--- config.mk ---
export PLATFORM = sky130hd
export DESIGN_NAME = deal_controller
export DESIGN_NICKNAME = d
export VERILOG_FILES = /design/src/rtl/deal_controller.sv
export SDC_FILE = /design/constraint.sdc
export NUM_CORES = 1
export LEC_CHECK = 0
export BUFFER_PORTS_ARGS = -buffer_cell sky130_fd_sc_hd__buf_2
export CORE_ASPECT_RATIO = 1.75
export CORE_MARGIN = 2
export CORE_UTILIZATION = 50
export DETAILED_ROUTE_END_ITERATION = 8
export HOLD_SLACK_MARGIN = 0.1
export PLACE_DENSITY_LB_ADDON = 0.25
export SLEW_MARGIN = 20
export SYNTH_ARGS = -nofsm -noshare
export SYNTH_HDL_FRONTEND = slang
export SYNTH_HIERARCHICAL = 1
export SYNTH_SLANG_ARGS = --single-unit
--- constraint.sdc ---
create_clock -name clk -period 3.7 [get_ports clk]
set_clock_uncertainty 0.15 [all_clocks]
set_input_delay 0.74 -clock clk [delete_from_list [all_inputs] [get_ports clk]]
set_output_delay 0.74 -clock clk [all_outputs]
set_load 0.02 [all_outputs]
--- src/rtl/deal_controller.sv ---
// deal_controller: deals 24-game puzzles. Samples a pseudo-random ROM
// index, rejects indices seen in the last HIST_DEPTH deals (with a bounded
// number of retries), drives the valid-set ROM, latches the four numbers and
// pulses deal_valid to the game FSM. A restart request replays the
// current puzzle without re-dealing.
//
// Ports:
//   clk, rst            clock, async active-high reset
//   req_new             1-cycle pulse: deal a fresh puzzle
//   req_restart         1-cycle pulse: replay the current puzzle
//   rand_index          free-running random index (sampled only in SAMPLE)
//   set_num1..4         ROM outputs for rom_index
//   rom_index           index to the valid-set ROM (held in IDLE)
//   num1..4             latched puzzle numbers
//   deal_valid          1-cycle pulse: num1..4 ready (new deal or replay)
//   busy                high in every state but IDLE
//   forced_repeat       last deal took a history match after retries ran out
//   deal_count          completed new deals, wraps

// One history slot comparator; an invalid slot never hits.
module deal_hist_slot #(
  parameter int IDX_W = 4
) (
  input  logic [IDX_W-1:0] cand,
  input  logic [IDX_W-1:0] slot_idx,
  input  logic             slot_vld,
  output logic             hit
);
  assign hit = slot_vld && (slot_idx == cand);
endmodule

module deal_controller #(
  parameter int IDX_W      = 4,
  parameter int NUM_W      = 10,
  parameter int HIST_DEPTH = 4,
  parameter int MAX_RETRY  = 8,
  parameter int ROM_LAT    = 1
) (
  input  logic             clk,
  input  logic             rst,
  input  logic             req_new,
  input  logic             req_restart,
  input  logic [IDX_W-1:0] rand_index,
  input  logic [NUM_W-1:0] set_num1,
  input  logic [NUM_W-1:0] set_num2,
  input  logic [NUM_W-1:0] set_num3,
  input  logic [NUM_W-1:0] set_num4,
  output logic [IDX_W-1:0] rom_index,
  output logic [NUM_W-1:0] num1,
  output logic [NUM_W-1:0] num2,
  output logic [NUM_W-1:0] num3,
  output logic [NUM_W-1:0] num4,
  output logic             deal_valid,
  output logic             busy,
  output logic             forced_repeat,
  output logic [7:0]       deal_count
);

  // lat_cnt runs 0..ROM_LAT-1 while in LOOKUP
  localparam int LAT_W = (ROM_LAT < 2) ? 1 : $clog2(ROM_LAT);

  typedef enum logic [2:0] {
    IDLE, SAMPLE, CHECK, LOOKUP, LATCH, DONE, REPLAY
  } state_t;

  state_t state, state_nxt;

  logic [IDX_W-1:0]                  cand;
  logic [3:0]                        retry_cnt;
  logic [LAT_W-1:0]                  lat_cnt;
  logic                              have_deal;
  logic [HIST_DEPTH-1:0][IDX_W-1:0]  hist_idx;
  logic [HIST_DEPTH-1:0]             hist_vld;
  logic [HIST_DEPTH-1:0]             hit;
  logic                              match;
  logic                              resample;
  logic                              lat_done;

  for (genvar g = 0; g < HIST_DEPTH; g++) begin : g_hist
    deal_hist_slot #(.IDX_W(IDX_W)) u_slot (
      .cand     (cand),
      .slot_idx (hist_idx[g]),
      .slot_vld (hist_vld[g]),
      .hit      (hit[g])
    );
  end

  assign match    = |hit;
  // Once retries are exhausted a repeat is accepted rather than stalling.
  assign resample = match && (retry_cnt < 4'(MAX_RETRY));
  assign lat_done = (lat_cnt == LAT_W'(ROM_LAT - 1));

  always_ff @(posedge clk or posedge rst) begin
    if (rst) state <= IDLE;
    else     state <= state_nxt;
  end

  // Requests are only looked at in IDLE, so anything arriving while busy
  // is dropped. req_new has priority over req_restart.
  always_comb begin
    state_nxt  = state;
    deal_valid = 1'b0;
    busy       = (state != IDLE);
    unique case (state)
      IDLE: begin
        if (req_new)                       state_nxt = SAMPLE;
        else if (req_restart && have_deal) state_nxt = REPLAY;
      end
      SAMPLE: state_nxt = CHECK;
      CHECK:  state_nxt = resample ? SAMPLE : LOOKUP;
      LOOKUP: if (lat_done) state_nxt = LATCH;
      LATCH:  state_nxt = DONE;
      DONE: begin
        deal_valid = 1'b1;
        state_nxt  = IDLE;
      end
      REPLAY: begin
        deal_valid = 1'b1;
        state_nxt  = IDLE;
      end
      default: state_nxt = IDLE;
    endcase
  end

  always_ff @(posedge clk or posedge rst) begin
    if (rst) begin
      cand          <= '0;
      retry_cnt     <= '0;
      lat_cnt       <= '0;
      have_deal     <= 1'b0;
      rom_index     <= '0;
      forced_repeat <= 1'b0;
      num1          <= '0;
      num2          <= '0;
      num3          <= '0;
      num4          <= '0;
      deal_count    <= '0;
      hist_idx      <= '0;
      hist_vld      <= '0;
    end else begin
      unique case (state)
        IDLE:   if (req_new) retry_cnt <= '0;
        SAMPLE: cand <= rand_index;
        CHECK: begin
          if (resample) begin
            retry_cnt <= retry_cnt + 4'd1;
          end else begin
            rom_index     <= cand;
            forced_repeat <= match;
            lat_cnt       <= '0;
          end
        end
        LOOKUP: lat_cnt <= lat_cnt + LAT_W'(1);
        LATCH: begin
          num1 <= set_num1;
          num2 <= set_num2;
          num3 <= set_num3;
          num4 <= set_num4;
          // slot 0 is newest; the oldest entry falls off the end
          for (int i = HIST_DEPTH - 1; i > 0; i--) begin
            hist_idx[i] <= hist_idx[i-1];
            hist_vld[i] <= hist_vld[i-1];
          end
          hist_idx[0] <= cand;
          hist_vld[0] <= 1'b1;
          deal_count  <= deal_count + 8'd1;
          have_deal   <= 1'b1;
        end
        default: ;
      endcase
    end
  end

endmodule

Word-level counts from Yosys, hierarchy flattened
Index checks and enable logic that the tools add are counted.
{"block": "word_totals", "regBits": 86, "inputBits": 48, "out_inout_bits": 55, "elab_cells": 64}
{"block": "op_classes", "addsub": 3, "n_lt_le_gt_ge": 1, "n_eq_ne": 15, "muxes": 11, "n_bitwise": 1, "reduce_logical": 16}
{"cell": "$eq A4 B4 Y1", "count": 4}
{"cell": "$pmux W3 S5", "count": 1}
{"cell": "$eq A3 B3 Y1 const B", "count": 3}
{"cell": "$mux W3", "count": 3}
{"cell": "$add A8 B1 Y8 const B", "count": 1}
{"cell": "$mux W4", "count": 2}
{"cell": "$ne A2 B2 Y1 const B", "count": 4}
{"cell": "$pmux W4 S2", "count": 1}
{"cell": "$eq A3 B2 Y1 const B", "count": 2}
{"cell": "$logic_and A1 B1 Y1", "count": 6}
{"cell": "$reduce_and A2 Y1", "count": 3}
{"cell": "$add A4 B1 Y4 const B", "count": 1}
{"cell": "$lt A4 B4 Y1 const B", "count": 1}
{"cell": "$reduce_bool A2 Y1", "count": 2}
{"cell": "$reduce_or A4 Y1", "count": 1}
{"cell": "$eq A3 B1 Y1 const B", "count": 1}
{"cell": "$logic_not A3 Y1", "count": 1}
{"cell": "$ne A3 B3 Y1 const B", "count": 1}
{"cell": "$reduce_and A3 Y1", "count": 1}
{"cell": "$reduce_bool A3 Y1", "count": 1}
{"cell": "$mux W1", "count": 2}
{"cell": "$mux W2", "count": 1}
{"cell": "$pmux W1 S2", "count": 1}
{"cell": "$reduce_or A2 Y1", "count": 1}
{"cell": "other kinds (2)", "count": 2}

Depth between registers and ports, before layout
{"block": "depth", "depth_word": 6, "depth_mapped": 7, "mapped_depth_nobuf": 6}

Cells and area by module
The synthesis kept the hierarchy.
{"mod": "deal_controller", "instances": 1, "cells_per_inst": 234, "area_per_inst_um2": 3429.5, "seq_area_each_um2": 2127.0}
{"mod": "deal_hist_slot", "instances": 4, "cells_per_inst": 9, "area_per_inst_um2": 65.1, "seq_area_each_um2": 0.0}

Worst setup path after synthesis
No wires, ideal clock.
{"block": "synth_timing", "path_kind": "register to register", "from": "register cand[0]", "to": "register retry_cnt[2]", "setup_time_ns": 0.126, "t_arrival_ns": 1.935, "required_time_ns": 3.424, "path_slack_ns": 1.489, "stages_incl_launch_ff": 8, "path_buffers": 1, "period_less_slack_ns": 2.211, "path_cell_list": "dfrtp_1 -> or2b_1 -> o2111ai_1 -> nor3b_2 -> or4_4 -> buf_6 -> and3_1 -> a221o_1"}
{"block": "synth_via", "elab_chain_cells": 6, "elab_cells_between_ends": 12, "cone_classes": "5 x eq/ne; 7 x reduce/logical"}
{"item": "start, declared", "line": "68", "text": "logic [IDX_W-1:0] cand;"}
{"item": "start signal, assigned", "line": "143", "text": "SAMPLE: cand <= rand_index;"}
{"item": "$eq A4 B4 Y1", "line": "29", "text": "assign hit = slot_vld && (slot_idx == cand);"}
{"item": "$logic_and A1 B1 Y1", "line": "29"}
{"item": "via hit[1]", "line": "74", "text": "logic [HIST_DEPTH-1:0] hit;"}
{"item": "$reduce_or A4 Y1", "line": "88", "text": "assign match = |hit;"}
{"item": "$logic_and A1 B1 Y1", "line": "90", "text": "assign resample = match && (retry_cnt < 4'(MAX_RETRY));"}
{"item": "$ne A2 B2 Y1 (no line)"}
{"item": "$reduce_and A3 Y1 (no line)"}
{"item": "end signal, assigned", "line": "146", "text": "retry_cnt <= retry_cnt + 4'd1;"}
{"item": "end, declared", "line": "69", "text": "logic [3:0] retry_cnt;"}
The timed path passes the listed nets, and every way through them passes these cells.
A chain may end at the register's enable or synchronous reset.

Worst setup path in the final report
{"block": "layout_timing", "from": "register state[1]", "to": "output deal_valid"}
{"block": "layout_via", "elab_chain_cells": 3, "elab_cells_between_ends": 4, "cone_classes": "2 x eq/ne; 1 x mux; 1 x reduce/logical"}
{"item": "start, declared", "line": "66", "text": "state_t state, state_nxt;"}
{"item": "start signal, assigned", "line": "95", "text": "else state <= state_nxt;"}
{"item": "$eq A3 B3 Y1", "line": "104", "text": "unique case (state)"}
{"item": "$reduce_or A2 Y1 (no line) (*)"}
{"item": "$mux W1 (*)", "line": "104"}
{"item": "end, declared", "line": "53", "text": "output logic deal_valid,"}
Mark *: on every way between the ends. The rest lies on a longest branch, timed or not.

==> impl_metrics.csv <==
group,metric,value,unit
grt,antenna_found_initial,0,
placement,pre_cts_slack,1392,ps
grt,grtUsageTotal,20.41,%
timing,tightest_slew,798.8,ps
critical_path,crit_chain,"xor2_1 > and2_1 > buf_2",
floorplanning,start_util,51.38,%
synth,synth_top_area_share,57.65,%
timing,tns,0,ps
synth,yosys-top-cells-count,"dfrtp_1 (85), mux2_2 (68), inv_1 (17)",
critical_path,required,2810,ps
synth,synth_edf_count,0,
synth,synth_fp_nets,320,
synth,yosys.cell_types.count,42,
final_layout,multiInputGateArea,0.001435,mm^2
critical_path,critPathLaunch,"state[1]",
floorplanning,io_pins,103,
floorplanning,fp.dieH,117.6,um
final_layout,num_antenna_cells,0,
run_status,outcome,"finished, final reports clean",
clock_network,cts_tree,"built",
grt,grt.overflow.total,0,
timing,finalCriticalPeriod,2418,ps
clock_network,cts_buffer_depth,2,
timing,fmax,0.4135,GHz
detailed_routing,via_count,2487,
grt,grt_pass1_wl,12.26,mm
critical_path,cp_slowest_cell,"dfrtp_1",
synth,synth_area_per_cell,13.67,um^2
timing,relSlewSlack,46.75,%
detailed_routing,routedWlPerCell,15.70,um
clock_network,htreeDepth,3,
floorplanning,rows,41,
clock_network,clock-sinks,85,
synth,synth_seq_area_share,57.65,%
timing,fin_crit_sh,65.36,%
critical_path,endpoint_kind,"output pin",
final_layout,finalNetCount,423,
final_layout,nFillCells,564,
min_path,min_from,"deal_count[7]",
placement,place.port_buffers,102,
power_and_ir_drop,power,4.466,mW
clock_network,numCtsBuffers,9,
final_layout,final_util,64.23,%
final_layout,layout-drive-gt1-share,52.12,%
grt,grt_max_degree,69,
critical_path,path_delay_family,"flip-flops",
critical_path,cp_max_fo,19,
synth,synthArstFlopShare,100.0,%
critical_path,max_stage_delay,720,ps
detailed_routing,drt-total-wl,7.287,mm
timing,setup_viol,0,
detailed_routing,dr.pass1.iters,4,
min_path,hp-class,"reg -> reg",
synth,synth_cells,270,
critical_path,timing.rr.start,"cand[0]",
run,cap_violations,0,
floorplanning,die_w,68.94,um
synth,synth_most_common_cell,"dfrtp_1",
detailed_routing,via_per_inst,5.360,
floorplanning,die_area,0.008110,mm^2
power_and_ir_drop,vdd_drop_max,0.5238,mV
final_layout,seqCellArea,0.002127,mm^2
placement,place.gp.congestion,0.7681,
final_layout,syn_to_final_growth,25.03,%
synth,synth_flop_cell,"dfrtp_1",
synth,synth_seq_cells,85,
detailed_routing,drt_iter0_drc,81,
timing,fin_ws,1282,ps
synth,synth_top_area_cell,"dfrtp_1",
placement,hpwl,5.074,mm
grt,grt_pass1_vias,2577,
power_and_ir_drop,p_leak,2.218,nW
timing,rsz0062_at_grt,"false",
clock_network,ctsResizeCount,0,
detailed_routing,antenna_left,0,
synth,synth_area,0.003690,mm^2
floorplanning,coreArea,0.007182,mm^2
critical_path,start_kind,"register",
detailed_routing,drc,0,
clock_network,clk_pin_slew,60,ps
synth,synth_area_leaders,"dfrtp_1 (58%), mux2_2 (21%), inv_1 (1.7%)",
timing,drv_slew,0,
clock_network,post_cts_buffers,0,
critical_path,path_buf_inv,1,
timing,hold_viol,0,
power_and_ir_drop,powerDensity,968.0,mW/mm^2
clock_network,hold_buffers,0,
critical_path,crit_type,"reg -> out",
synth,yosysWarnings,6,
clock_network,clock_latency,340,ps
critical_path,crit_arrival,1530,ps
clock_network,root_buffer,"clkbuf_16",
==> where the power goes <==
group          switching, mW  internal, mW  leakage (nW)
sequential             0.378          1.35          1.04
clock                  0.356         0.659         0.163
combinational          0.892         0.830          1.01
==> stage by stage <==
stage	hold slack (ps)	area, um^2	cells
2_1_floorplan	322.3	3690	270
3_3_place_gp	306.8	4273	448
3_5_place_dp	328.7	4273	448
4_1_cts	340.1	4613	464
5_1_grt	354.7	4613	464
6_report	332.2	4613	464
==> routing by layer <==
metal / vias to the layer above / GRT usage [%] / part of all wire, %
met5: - / 0 / 0
met4: 0 / 10.29 / 2.6
met3: 14 / 5.067 / 5.5
met2: 82 / 31.79 / 52
met1: 1220 / 25.74 / 40
li1: 1171 / - / -
==> sequential cells by signal (all words and copies together) (netlist names) <==
register and count:
hist_idx 16, num4 10, num1 10, rom_index 4, num3 10, lat_cnt 1, num2 10, cand 4
retry_cnt 4, hist_vld 4, forced_repeat 1, deal_count 8, state 3
==> cell usage in the layout, fill, tap and decap left out, drive strengths merged, types with 3 or more instances in the layout <==
cell type,netlist,routed
buf,10,104
dfrtp,85,85
mux2,68,68
inv,17,16
clkbuf,2,10
nand2b,6,6
xor2,6,6
xnor2,6,6
nor3b,6,6
nor2,5,5
a21oi,4,4
nand2,4,4
or2b,4,4
o2111ai,4,4
a222oi,4,4
nor3,3,3
nor4b,3,3
and3,3,3
a31oi,3,3
nand3,3,3
bufinv,0,3
clkinv,0,3
o21ai,3,3
==> worst reg2reg max path: cells and delay by family (launching register included) <==
family	cells	cell delay [ps]
AOI/OAI and AO/OA	2	410
DFF	1	530
and+or+nand+nor	4	1150
==> cell families (layout without fill, tap and decap cells) <==
logic type	Yosys count	count (layout)	share of synthesized area (%)
DFF	85	85	57.65
AOI/OAI and AO/OA	23	23	4.883
buffers and inverters	29	137	3.628
and+or+nand+nor	50	50	9.292
adders and majority gates	2	2	0.6781
xor gates and xnor gates	12	12	2.848
muxes	69	69	21.02
==> area by class of cell <==
type,instances,share of cell area [%]
Sequential cell,85,46.11
Multi-Input combinational cell,156,31.11
Timing Repair Buffer,104,11.66
Clock buffer,10,4.963
Clock inverter,6,2.414
Tap cell,86,2.333
Inverter,17,1.410
==> final timing paths <==
kind | to | slack, ps | cells after the start
setup / recovery | deal_valid | 1280 | 3
hold / removal | deal_count[7] | 330 | 1
setup reg to reg | retry_cnt[2] | 1350 | 6
hold reg to reg | deal_count[7] | 330 | 1
max in group asynchronous | rom_index[3] | 2370 | 3
min in group asynchronous | num2[5] | 370 | 2
No activity file was read; power rests on OpenSTA's default activity.
